--- src/rtl/driver_trace_reader_pkg.sv ---
// rtl/driver_trace_reader_pkg.sv - shared driver register map, trace reader state encoding and word size
package driver_trace_reader_pkg;

  localparam int unsigned DRV_WORD_W        = 32;
  localparam logic [31:0] DRV_TRACE_ADDR_REG = 32'h0000_0200;
  localparam logic [31:0] DRV_PORT_A_BASE    = 32'h0000_0210;
  localparam logic [31:0] DRV_PORT_B_BASE    = 32'h0000_0230;

  typedef enum logic [2:0] {
    IDLE,
    SET_ADDR,
    WAIT,
    READ,
    CAPTURE,
    PUSH,
    DONE
  } drv_state_t;

  function automatic logic [15:0] sat_inc16(input logic [15:0] v);
    return (v == 16'hFFFF) ? v : v + 16'd1;
  endfunction

endpackage

--- src/rtl/driver_trace_reader.sv ---
// rtl/driver_trace_reader.sv - bus initiator that dumps trace BRAM entries from the driver slave as a word stream
module driver_trace_reader
  import driver_trace_reader_pkg::*;
#(
  parameter logic [31:0] TRACE_ADDR_REG  = DRV_TRACE_ADDR_REG,
  parameter logic [31:0] PORT_A_BASE     = DRV_PORT_A_BASE,
  parameter logic [31:0] PORT_B_BASE     = DRV_PORT_B_BASE,
  parameter int unsigned WORDS_PER_ENTRY = 8,
  parameter int unsigned BRAM_WAIT       = 2
) (
  input  logic                  clk,
  input  logic                  reset,
  input  logic                  start,
  input  logic [31:0]           start_entry,
  input  logic [15:0]           num_entries,
  input  logic                  sel_port_b,
  input  logic                  abort,
  output logic                  busy,
  output logic                  done,
  output logic                  aborted,
  output logic [15:0]           entries_done,
  output logic [31:0]           m_addr,
  output logic                  m_rd,
  output logic                  m_wr,
  output logic [DRV_WORD_W-1:0] m_wdata,
  input  logic [DRV_WORD_W-1:0] m_rdata,
  output logic [DRV_WORD_W-1:0] out_data,
  output logic                  out_valid,
  input  logic                  out_ready,
  output logic                  out_last
);

  localparam logic [3:0] LAST_WORD = 4'(WORDS_PER_ENTRY - 1);
  localparam logic [3:0] WAIT_LOAD = (BRAM_WAIT == 0) ? 4'd0 : 4'(BRAM_WAIT - 1);

  drv_state_t            state_q, state_d;
  logic [31:0]           entry_addr_q, entry_addr_d;
  logic [15:0]           remaining_q, remaining_d;
  logic                  port_b_q, port_b_d;
  logic [3:0]            word_idx_q, word_idx_d;
  logic [3:0]            wait_cnt_q, wait_cnt_d;
  logic                  busy_q, busy_d;
  logic                  done_q, done_d;
  logic                  aborted_q, aborted_d;
  logic [15:0]           entries_done_q, entries_done_d;
  logic [31:0]           m_addr_q, m_addr_d;
  logic                  m_rd_q, m_rd_d;
  logic                  m_wr_q, m_wr_d;
  logic [DRV_WORD_W-1:0] m_wdata_q, m_wdata_d;
  logic [DRV_WORD_W-1:0] out_data_q, out_data_d;
  logic                  out_valid_q, out_valid_d;
  logic                  out_last_q, out_last_d;
  logic                  last_word;

  assign last_word = (word_idx_q == LAST_WORD);

  always_comb begin
    state_d        = state_q;
    entry_addr_d   = entry_addr_q;
    remaining_d    = remaining_q;
    port_b_d       = port_b_q;
    word_idx_d     = word_idx_q;
    wait_cnt_d     = wait_cnt_q;
    aborted_d      = aborted_q;
    entries_done_d = entries_done_q;
    out_data_d     = out_data_q;
    out_valid_d    = out_valid_q;
    out_last_d     = out_last_q;

    case (state_q)
      IDLE: begin
        if (start) begin
          entry_addr_d   = start_entry;
          remaining_d    = num_entries;
          port_b_d       = sel_port_b;
          entries_done_d = 16'd0;
          aborted_d      = 1'b0;
          state_d        = (num_entries == 16'd0) ? DONE : SET_ADDR;
        end
      end
      SET_ADDR: begin
        word_idx_d = 4'd0;
        if (BRAM_WAIT == 0) begin
          state_d = READ;
        end else begin
          wait_cnt_d = WAIT_LOAD;
          state_d    = WAIT;
        end
      end
      WAIT: begin
        if (wait_cnt_q == 4'd0) state_d = READ;
        else                    wait_cnt_d = wait_cnt_q - 4'd1;
      end
      READ: state_d = CAPTURE;
      CAPTURE: begin
        out_data_d  = m_rdata;
        out_valid_d = 1'b1;
        out_last_d  = last_word && (remaining_q == 16'd1);
        state_d     = PUSH;
      end
      PUSH: begin
        if (out_ready) begin
          out_valid_d = 1'b0;
          out_last_d  = 1'b0;
          if (!last_word) begin
            word_idx_d = word_idx_q + 4'd1;
            state_d    = READ;
          end else begin
            entries_done_d = sat_inc16(entries_done_q);
            remaining_d    = remaining_q - 16'd1;
            if (remaining_q != 16'd1) begin
              entry_addr_d = entry_addr_q + 32'd1;
              state_d      = SET_ADDR;
            end else begin
              state_d = DONE;
            end
          end
        end
      end
      DONE:    state_d = IDLE;
      default: state_d = IDLE;
    endcase

    // Abort overrides everything except a word already handshaken this cycle.
    if (abort && state_q != IDLE && state_q != DONE) begin
      state_d     = DONE;
      aborted_d   = 1'b1;
      out_valid_d = 1'b0;
      out_last_d  = 1'b0;
    end

    busy_d    = (state_d != IDLE) && (state_d != DONE);
    done_d    = (state_d == DONE);
    m_wr_d    = (state_d == SET_ADDR);
    m_rd_d    = (state_d == READ);
    m_addr_d  = m_addr_q;
    m_wdata_d = m_wdata_q;
    if (m_wr_d) begin
      m_addr_d  = TRACE_ADDR_REG;
      m_wdata_d = entry_addr_d;
    end else if (m_rd_d) begin
      m_addr_d = (port_b_d ? PORT_B_BASE : PORT_A_BASE) + {26'd0, word_idx_d, 2'b00};
    end
  end

  always_ff @(posedge clk) begin
    if (!reset) begin
      state_q        <= IDLE;
      entry_addr_q   <= 32'd0;
      remaining_q    <= 16'd0;
      port_b_q       <= 1'b0;
      word_idx_q     <= 4'd0;
      wait_cnt_q     <= 4'd0;
      busy_q         <= 1'b0;
      done_q         <= 1'b0;
      aborted_q      <= 1'b0;
      entries_done_q <= 16'd0;
      m_addr_q       <= 32'd0;
      m_rd_q         <= 1'b0;
      m_wr_q         <= 1'b0;
      m_wdata_q      <= '0;
      out_data_q     <= '0;
      out_valid_q    <= 1'b0;
      out_last_q     <= 1'b0;
    end else begin
      state_q        <= state_d;
      entry_addr_q   <= entry_addr_d;
      remaining_q    <= remaining_d;
      port_b_q       <= port_b_d;
      word_idx_q     <= word_idx_d;
      wait_cnt_q     <= wait_cnt_d;
      busy_q         <= busy_d;
      done_q         <= done_d;
      aborted_q      <= aborted_d;
      entries_done_q <= entries_done_d;
      m_addr_q       <= m_addr_d;
      m_rd_q         <= m_rd_d;
      m_wr_q         <= m_wr_d;
      m_wdata_q      <= m_wdata_d;
      out_data_q     <= out_data_d;
      out_valid_q    <= out_valid_d;
      out_last_q     <= out_last_d;
    end
  end

  assign busy         = busy_q;
  assign done         = done_q;
  assign aborted      = aborted_q;
  assign entries_done = entries_done_q;
  assign m_addr       = m_addr_q;
  assign m_rd         = m_rd_q;
  assign m_wr         = m_wr_q;
  assign m_wdata      = m_wdata_q;
  assign out_data     = out_data_q;
  assign out_valid    = out_valid_q;
  assign out_last     = out_last_q;

endmodule

--- config.mk ---
export PLATFORM = sky130hd
export DESIGN_NAME = driver_trace_reader
export DESIGN_NICKNAME = d
export VERILOG_FILES = /design/src/rtl/driver_trace_reader_pkg.sv /design/src/rtl/driver_trace_reader.sv
export SDC_FILE = /design/constraint.sdc
export NUM_CORES = 1
export LEC_CHECK = 0
export BUFFER_PORTS_ARGS = -buffer_cell sky130_fd_sc_hd__buf_2
export CAP_MARGIN = 20
export CORE_MARGIN = 3
export CORE_UTILIZATION = 30
export DETAILED_ROUTE_END_ITERATION = 10
export GPL_TIMING_DRIVEN = 0
export RECOVER_POWER = 100
export SLEW_MARGIN = 20
export SYNTH_ARGS = -nofsm -noshare
export SYNTH_HDL_FRONTEND = slang
export SYNTH_SLANG_ARGS = --single-unit
--- constraint.sdc ---
create_clock -name clk -period 6.2 [get_ports clk]
set_clock_uncertainty 0.05 [all_clocks]
set_input_delay 0.62 -clock clk [delete_from_list [all_inputs] [get_ports clk]]
set_output_delay 0.62 -clock clk [all_outputs]
set_load 0.005 [all_outputs]
==> results of run 1 <==
[critical path, cell delays in order, from the launching register on]
cell                       delay, ps
sky130_fd_sc_hd__dfxtp_1         360
sky130_fd_sc_hd__or4_1           520
sky130_fd_sc_hd__buf_2           200
sky130_fd_sc_hd__or4_1           510
sky130_fd_sc_hd__clkbuf_1        200
sky130_fd_sc_hd__nor2_1          420
sky130_fd_sc_hd__a21oi_1         380
sky130_fd_sc_hd__nand3_1         330
sky130_fd_sc_hd__clkbuf_1        510
sky130_fd_sc_hd__mux2_2          400
[power by group]
part	internal, mW	total, mW	switching, mW	leakage [nW]
Clock	0.608	1.05	0.438	0.281
Combinational	0.461	1.25	0.794	2.07
Sequential	1.18	1.32	0.139	1.24
[layout make-up]
cell class	instances	area share, %
inverter	20	0.811
tap	319	4.31
sequential	153	33.1
timing repair buffer	177	8.72
buffer	78	4.25
clock inverter	13	1.53
multi-input combinational	668	42.5
antenna	1	0.0270
clock buffer	19	4.79
[cells in the mapped netlist, drive strengths merged (5+ instances only)]
cell and count:
a211oi 7, a21oi 69, a22o 8, a22oi 9
a31oi 31, and2 36, and3 6, buf 38
clkbuf 40, dfxtp 153, ha 6, inv 20
mux2 30, nand2 140, nand3 23, nand3b 5
nand4 21, nor2 70, nor3 18, nor4 13
o211ai 10, o21a 6, o21ai 22, o311ai 6
o31ai 5, or3 15, or4 15, xnor2 9
xor2 7
[placed cells by master (no fill, tap or decap), drive strengths merged, types with 7 or more instances in the layout]
cell type / n
nand2: 140
a211oi: 7
a22o: 8
buf: 145
nand3: 23
inv: 24
or3: 15
xnor2: 9
conb: 26
o211ai: 10
nor4: 13
xor2: 7
and2: 36
nor2: 70
mux2: 30
nand4: 21
or4: 15
nor3: 18
dfxtp: 153
a21oi: 69
a31oi: 31
clkbuf: 129
a22oi: 9
o21ai: 22
[registers in the layout, indices dropped and copies added (netlist names), 3 cells and up]
register,count
word_idx_q,4
out_data,32
state_q,3
m_addr,6
remaining_q,16
m_wdata,32
wait_cnt_q,4
entries_done,16
entry_addr_q,32
[through the flow]
step | instances | utilization, %
finish | 1448 | 38.7
global route | 1448 | 38.7
CTS | 1447 | 39.3
detailed placement | 1415 | 36.9
global placement | 1415 | 36.9
floorplan | 919 | -
[final timing paths]
kind | startpoint | end | slack [ps]
worst max-delay path | remaining_q[6]$_SDFFE_PN0P_ | m_wdata[0]$_SDFFE_PN0N_ | 2200
worst max register to register | remaining_q[6]$_SDFFE_PN0P_ | m_wdata[0]$_SDFFE_PN0N_ | 2200
worst min-delay path | m_rdata[2] | out_data[2]$_SDFFE_PN0P_ | 390
worst min register to register | aborted$_SDFFE_PN0P_ | aborted$_SDFFE_PN0P_ | 390
[layer usage]
layer  vias up  share of wire [%]  GRT usage, %
li1       3601                  -             -
met5         -                  0             0
met2       221                 46          27.0
met4         0                1.8          5.65
met1      3384                 47          23.5
met3        26                5.4          2.84
[kinds of logic after synthesis]
group	Yosys count
and+or+nand+nor	386
AOI/OAI and AO/OA	199
DFF	153
buffers and inverters	98
muxes	34
xor gates and xnor gates	16
adders and majority gates	7
other	1
==> impl_table.tex, run 1 <==
\begin{tabular}{lr}
\hline
Metric & Value \\
\hline
\multicolumn{2}{l}{\textbf{Hold path}} \\
\quad Cells on Worst Hold Path & 3 \\
\quad Worst hold-check path type & input port to flop \\
\multicolumn{2}{l}{\textbf{Floorplan}} \\
\quad Top-level port count & 205 \\
\quad Total die area & 0.0267 mm² \\
\quad Effective utilization at floorplan & 31.1\% \\
\quad Overall die height & 163 µm \\
\quad Core ar. & 0.0239 mm² \\
\quad Die extent in x & 163 µm \\
\quad Count of standard-cell rows & 56 \\
\multicolumn{2}{l}{\textbf{Synthesis}} \\
\quad Top cells by area, synth & sky130\_fd\_sc\_hd\_\_dfxtp\_1 41\%, sky130\_fd\_sc\_hd\_\_nand2\_1 7.1\%, sky130\_fd\_sc\_hd\_\_a21oi\_1 4.5\% \\
\quad Cell area after synthesis & 0.00744 mm² \\
\quad Adder-cell share of the synthesized area & 1.28\% \\
\quad Count of distinct cell types in the synthesized netlist & 67 \\
\quad Top cell type's share of synthesized area & 41.2\% \\
\quad Part of the Yosys area used for sequential elements & 41.2\% \\
\quad Syn\_area\_per\_cell & 8.32 µm² \\
\quad Number of flops mapped to enable cells by yosys & 0 \\
\quad Post-synthesis async set-or-reset flop share & 0\% \\
\quad Synth warnings & 0 \\
\quad Share of synthesized cell area in and, or, nand and nor gates & 26.3\% \\
\quad Complex-gate fraction of the synthesized area & 17.5\% \\
\quad Area leader, netlist & sky130\_fd\_sc\_hd\_\_dfxtp\_1 \\
\quad Dominant combinational cell family by area after synthesis & simple AND/OR/NAND/NOR gates \\
\quad Synthesized-area fraction occupied by xor and xnor cells & 1.88\% \\
\quad Post-synthesis mux area share & 5.08\% \\
\quad Top flip-flop cell by instance count after synthesis & sky130\_fd\_sc\_hd\_\_dfxtp\_1 \\
\quad Syn Inst Count & 894 \\
\quad \#FFs+latches synth & 153 \\
\multicolumn{2}{l}{\textbf{Worst setup path}} \\
\quad Worst R2R Path Depth & 9 \\
\quad Class of the most critical setup path & flop to flop \\
\quad Arrival time worst endpoint & 4240 ps \\
\quad Endpoint type of the worst setup path & flop \\
\quad Crit-path max FO & 10 \\
\quad WP data required & 6450 ps \\
\quad Startpoint type of the worst setup path & flop \\
\multicolumn{2}{l}{\textbf{Clock tree}} \\
\quad Maximum buffer depth of the clock tree & 2 \\
\quad Level count of the clock H-tree & 4 \\
\quad CTS tree & yes \\
\quad Gates resized, CTS repair & 0 \\
\quad Total CTS buffers & 17 \\
\quad Clk\_lat worst skew & 420 ps \\
\quad Root cell of the clock tree & sky130\_fd\_sc\_hd\_\_clkbuf\_16 \\
\quad Clk slew on worst S/H paths & 60 ps \\
\quad Post-CTS Hold Buffers & 0 \\
\quad Sinks on Clock Net & 153 \\
\quad Count of buffers added by post-CTS timing repair for setup & 0 \\
\multicolumn{2}{l}{\textbf{Power and ir drop}} \\
\quad Leakage power total & 3.59 nW \\
\quad Power per unit of standard cell area & 392 mW/mm² \\
\quad Maximum ir drop on the vdd rail & 0.174 mV \\
\quad PnR Total Power & 3.62 mW \\
\multicolumn{2}{l}{\textbf{Layout}} \\
\quad Post-route cell area & 0.00925 mm² \\
\quad Post-layout nets & 1208 \\
\quad Multi-input logic area & 0.00393 mm² \\
\quad Layout filler cell count & 2502 \\
\quad Ratio of cells with drive above 1 in the final layout & 19.1\% \\
\quad Area used by sequential logic in the layout & 0.00306 mm² \\
\quad Area added between synthesis and finish & 24.4\% \\
\multicolumn{2}{l}{\textbf{Job}} \\
\quad Max cap viols & 0 \\
\multicolumn{2}{l}{\textbf{Timing}} \\
\quad Actual slew at the worst max-slew pin & 1410 ps \\
\quad Final worst path period share & 64.4\% \\
\quad Final setup vio count & 0 \\
\quad Worst-case setup margin in the final layout & 2200 ps \\
\quad Relative slew margins & 3.51\% \\
\quad Post-layout minimum cycle time & 4000 ps \\
\quad RSZ-0062 raised after global routing & no \\
\quad Number of hold violations in the final report & 0 \\
\quad Post-route setup TNS & 0 ps \\
\quad Pins Over Slew Limit & 0 \\
\quad Final hold slack & 392 ps \\
\quad Max Clk Rate & 250 MHz \\
\multicolumn{2}{l}{\textbf{Status}} \\
\quad Outcome & completed \\
\multicolumn{2}{l}{\textbf{Route}} \\
\quad Vias after detailed routing & 7232 \\
\quad Number of iterations in the first detailed-routing pass & 5 \\
\quad Count of nets left with antenna violations after detail routing & 0 \\
\quad Average wire per cell in the routed design & 16.2 µm \\
\quad Number of DRC markers after the initial detailed-route iteration & 407 \\
\quad DR DRC count & 0 \\
\quad Sum of routed wire length over all layers & 23.4 mm \\
\quad Per-cell via count in the routed design & 4.99 \\
\multicolumn{2}{l}{\textbf{GRT}} \\
\quad Aggregate global routing overflow & 0 \\
\quad Maximum number of pins on one net before global-route repair & 17 \\
\quad Via count of the first global-routing pass & 6762 \\
\quad Number of antenna violations at the first check in global routing & 1 \\
\quad Combined global-route utilization of all metal layers & 17.0\% \\
\quad First-pass GRT wire length & 36.4 mm \\
\multicolumn{2}{l}{\textbf{Placement}} \\
\quad Number of buffer cells added on primary ports & 177 \\
\quad Worst setup timing slack at the placement stage & 2790 ps \\
\quad Instance area at placement & 0.00882 mm² \\
\quad Estimated wirelength of the detail-placed design & 17.5 mm \\
\quad Routability-driven placement congestion ratio & 0.912 \\
\hline
\end{tabular}
No activity file was read; power rests on OpenSTA's default activity.
==> run 2, diff against run 1 <==
==> constraint.sdc (replaced) <==
create_clock -name clk -period 3.67 [get_ports clk]
set_clock_uncertainty 0.05 [all_clocks]
set_input_delay 0.367 -clock clk [delete_from_list [all_inputs] [get_ports clk]]
set_output_delay 0.367 -clock clk [all_outputs]
set_load 0.005 [all_outputs]
==> impl_table.tex, run 2 (same netlist as run 1, synthesis figures left out) <==
\begin{tabular}{lr}
\hline
Metric & Value \\
\hline
\multicolumn{2}{l}{\textbf{Job}} \\
\quad Max cap viols & 0 (unchanged) \\
\multicolumn{2}{l}{\textbf{Clock tree}} \\
\quad Clk slew on worst S/H paths & 70 ps (about the same) \\
\quad Sinks on Clock Net & 153 (unchanged) \\
\quad Post-CTS Hold Buffers & 0 (unchanged) \\
\quad Level count of the clock H-tree & 4 (unchanged) \\
\quad Clk\_lat worst skew & 410 ps (about the same) \\
\quad Total CTS buffers & 17 (unchanged) \\
\quad Maximum buffer depth of the clock tree & 2 (unchanged) \\
\quad Root cell of the clock tree & sky130\_fd\_sc\_hd\_\_clkbuf\_16 \\
\quad CTS tree & yes \\
\quad Count of buffers added by post-CTS timing repair for setup & 0 (unchanged) \\
\quad Gates resized, CTS repair & 0 (unchanged) \\
\multicolumn{2}{l}{\textbf{Worst setup path}} \\
\quad Startpoint of the most critical register-to-register path & remaining\_q[6]\$\_SDFFE\_PN0P\_ \\
\quad Delay contributed by the slowest stage of the critical path & 510 ps (about the same) \\
\quad Critical-path top delay cell & sky130\_fd\_sc\_hd\_\_or4\_1 \\
\quad Endpoint type of the worst setup path & flop \\
\quad Class of the most critical setup path & flop to flop \\
\quad Reg2reg end & m\_wdata[0]\$\_SDFFE\_PN0N\_ \\
\quad Crit-path max FO & 10 (unchanged) \\
\quad Most used cell along the critical path & sky130\_fd\_sc\_hd\_\_or4\_1 \\
\quad WP data required & 3920 ps (-2530 ps) \\
\quad FF-to-FF setup slack & 250 ps (-1960 ps) \\
\quad Worst R2R Path Depth & 9 (unchanged) \\
\quad Worst-path cell chain & or4\_1, buf\_2, or4\_1, clkbuf\_1, nor2\_1, a21oi\_2, nand3\_2, buf\_6, mux2\_2 \\
\quad Buffer and inverter count on the worst path & 3 (unchanged) \\
\quad Family with the most delay on the worst path & simple AND/OR/NAND/NOR gates \\
\quad Setup crit end & m\_wdata[0]\$\_SDFFE\_PN0N\_ \\
\quad Startpoint type of the worst setup path & flop \\
\quad Arrival time worst endpoint & 3670 ps (-570 ps) \\
\quad Levels on crit path & 9 (unchanged) \\
\quad First element of the critical path & remaining\_q[6]\$\_SDFFE\_PN0P\_ \\
\multicolumn{2}{l}{\textbf{Route}} \\
\quad Number of DRC markers after the initial detailed-route iteration & 463 (+14\%) \\
\quad Vias after detailed routing & 7308 (+1.1\%) \\
\quad Average wire per cell in the routed design & 16.2 µm (+0.30\%) \\
\quad Count of nets left with antenna violations after detail routing & 0 (unchanged) \\
\quad Met3 wire len & 1.41 mm (+11\%) \\
\quad DR DRC count & 0 (unchanged) \\
\quad Uppermost metal layer occupied by signal nets & met4 \\
\quad Number of iterations in the first detailed-routing pass & 5 (unchanged) \\
\quad Per-cell via count in the routed design & 5.05 (+1.1\%) \\
\quad Sum of routed wire length over all layers & 23.5 mm (+0.30\%) \\
\quad Routed met1 length & 10.9 mm (-0.77\%) \\
\quad Metal2 WL & 10.8 mm (about the same) \\
\multicolumn{2}{l}{\textbf{Timing}} \\
\quad Pins Over Slew Limit & 0 (unchanged) \\
\quad Number of hold violations in the final report & 0 (unchanged) \\
\quad Post-route setup TNS & 0 ps (unchanged) \\
\quad Actual slew at the worst max-slew pin & 1070 ps (-344 ps) \\
\quad Final worst path period share & 93.3\% (+29 points) \\
\quad Post-layout minimum cycle time & 3420 ps (-571 ps) \\
\quad Max Clk Rate & 292 MHz (+17\%) \\
\quad RSZ-0062 raised after global routing & no \\
\quad Final setup vio count & 0 (unchanged) \\
\quad Relative slew margins & 28.7\% (+25 points) \\
\multicolumn{2}{l}{\textbf{Power and ir drop}} \\
\quad Switching power as a share of total power & 37.7\% (-0.14 points) \\
\quad Int Power & 3.84 mW (+71\%) \\
\quad Maximum ir drop on the vdd rail & 0.301 mV (+74\%) \\
\quad Leakage power total & 3.61 nW (+0.46\%) \\
\quad Sw Pwr & 2.33 mW (+70\%) \\
\quad Fraction of power consumed by the clock network & 28.7\% (-0.2 points) \\
\quad Part of the total power dissipated in combinational logic & 35.1\% (+0.5 points) \\
\quad Power per unit of standard cell area & 665 mW/mm² (+70\%) \\
\quad Part of the total power dissipated in sequential elements & 36.2\% (-0.3 points) \\
\multicolumn{2}{l}{\textbf{Floorplan}} \\
\quad Top-level port count & 205 (unchanged) \\
\quad Overall die height & 163 µm (unchanged) \\
\quad Core ar. & 0.0239 mm² (unchanged) \\
\quad Die extent in x & 163 µm (unchanged) \\
\quad Total die area & 0.0267 mm² (unchanged) \\
\quad Effective utilization at floorplan & 31.1\% (unchanged) \\
\quad Count of standard-cell rows & 56 (unchanged) \\
\multicolumn{2}{l}{\textbf{Placement}} \\
\quad Routability-driven placement congestion ratio & 0.912 (unchanged) \\
\quad Number of buffer cells added on primary ports & 177 (unchanged) \\
\quad Estimated wirelength of the detail-placed design & 17.5 mm (unchanged) \\
\quad Instance area at placement & 0.00882 mm² (unchanged) \\
\multicolumn{2}{l}{\textbf{Status}} \\
\quad Outcome & completed \\
\multicolumn{2}{l}{\textbf{Hold path}} \\
\quad Worst hold-check path type & input port to flop \\
\multicolumn{2}{l}{\textbf{GRT}} \\
\quad Via count of the first global-routing pass & 6762 (unchanged) \\
\quad Aggregate global routing overflow & 0 (unchanged) \\
\quad First-pass GRT wire length & 36.4 mm (unchanged) \\
\quad Maximum number of pins on one net before global-route repair & 17 (unchanged) \\
\quad Combined global-route utilization of all metal layers & 17.0\% (unchanged) \\
\quad Number of antenna violations at the first check in global routing & 1 (unchanged) \\
\multicolumn{2}{l}{\textbf{Layout}} \\
\quad Ratio of cells with drive above 1 in the final layout & 19.6\% (+0.44 points) \\
\quad Most frequent cells in the layout & 153 x sky130\_fd\_sc\_hd\_\_dfxtp\_1, 140 x sky130\_fd\_sc\_hd\_\_nand2\_1, 116 x sky130\_fd\_sc\_hd\_\_buf\_2 \\
\quad Most frequent standard cell in the layout excluding fill and tap cells & sky130\_fd\_sc\_hd\_\_dfxtp\_1 \\
\quad Area added between synthesis and finish & 24.8\% \\
\quad Layout filler cell count & 2493 (-0.36\%) \\
\quad Fraction of the core area covered by cells at the end of the flow & 38.9\% (+0.14 points) \\
\quad Post-route cell area & 0.00928 mm² (+0.35\%) \\
\quad Post-layout nets & 1208 (unchanged) \\
\hline
\end{tabular}
run 2: metrics by stage:
| step | setup WS [ps] | hold WS (ps) | power, mW | std cells |
|---|---|---|---|---|
| floorplan | 929 | 389 | 3.71 | 919 |
| global placement | 385 | 383 | 4.45 | 1415 |
| detailed placement | 397 | 386 | 4.47 | 1415 |
| CTS | 380 | 118 | 6.26 | 1447 |
| global route | 63.4 | 118 | 6.56 | 1448 |
| finish | 246 | 138 | 6.17 | 1448 |
run 2: power by group through the flow:
stage | Combinational, mW | Sequential, mW | Clock, mW
floorplan | 1.47 | 2.24 | 0
global placement | 2.20 | 2.25 | 0
detailed placement | 2.21 | 2.26 | 0
CTS | 2.22 | 2.22 | 1.81
global route | 2.40 | 2.28 | 1.88
finish | 2.17 | 2.24 | 1.77
run 2: routing by layer:
metal | track usage [%] | vias to the layer above
met3 | 2.84 | 26
met1 | 23.5 | 3432
met4 | 5.65 | 0
met5 | 0 | -
li1 | - | 3595
met2 | 27.0 | 255
run 2: area by class of cell:
cell class | count | area [µm²] | share of cell area [%]
diodes | 1 | 2.50 | 0.0270
well taps | 319 | 399 | 4.30
clock buffers | 19 | 443 | 4.77
inverters | 20 | 75.1 | 0.809
multi-input cells | 668 | 3940 | 42.4
clock inverters | 13 | 141 | 1.52
plain buffers | 78 | 415 | 4.47
flip-flops and latches | 153 | 3060 | 33.0
repair buffers | 177 | 807 | 8.69
run 2: worst min-delay path by stage:
stage	endpoint	cells after the start	from
after floorplan	remaining_q[5]$_SDFFE_PN0P_	2	remaining_q[5]$_SDFFE_PN0P_
after global placement	aborted$_SDFFE_PN0P_	2	aborted$_SDFFE_PN0P_
after detailed placement	aborted$_SDFFE_PN0P_	2	aborted$_SDFFE_PN0P_
after CTS	out_data[13]$_SDFFE_PN0P_	3	m_rdata[13]
after global routing	out_data[18]$_SDFFE_PN0P_	3	m_rdata[18]
final	out_data[25]$_SDFFE_PN0P_	3	m_rdata[25]
run 2: worst min-delay path, delay by kind of cell:
family / cells / cell delay, ps
AND/OR/NAND/NOR: 1 / 40
buffers and inverters: 1 / 90
AO/OA/AOI/OAI: 1 / 50
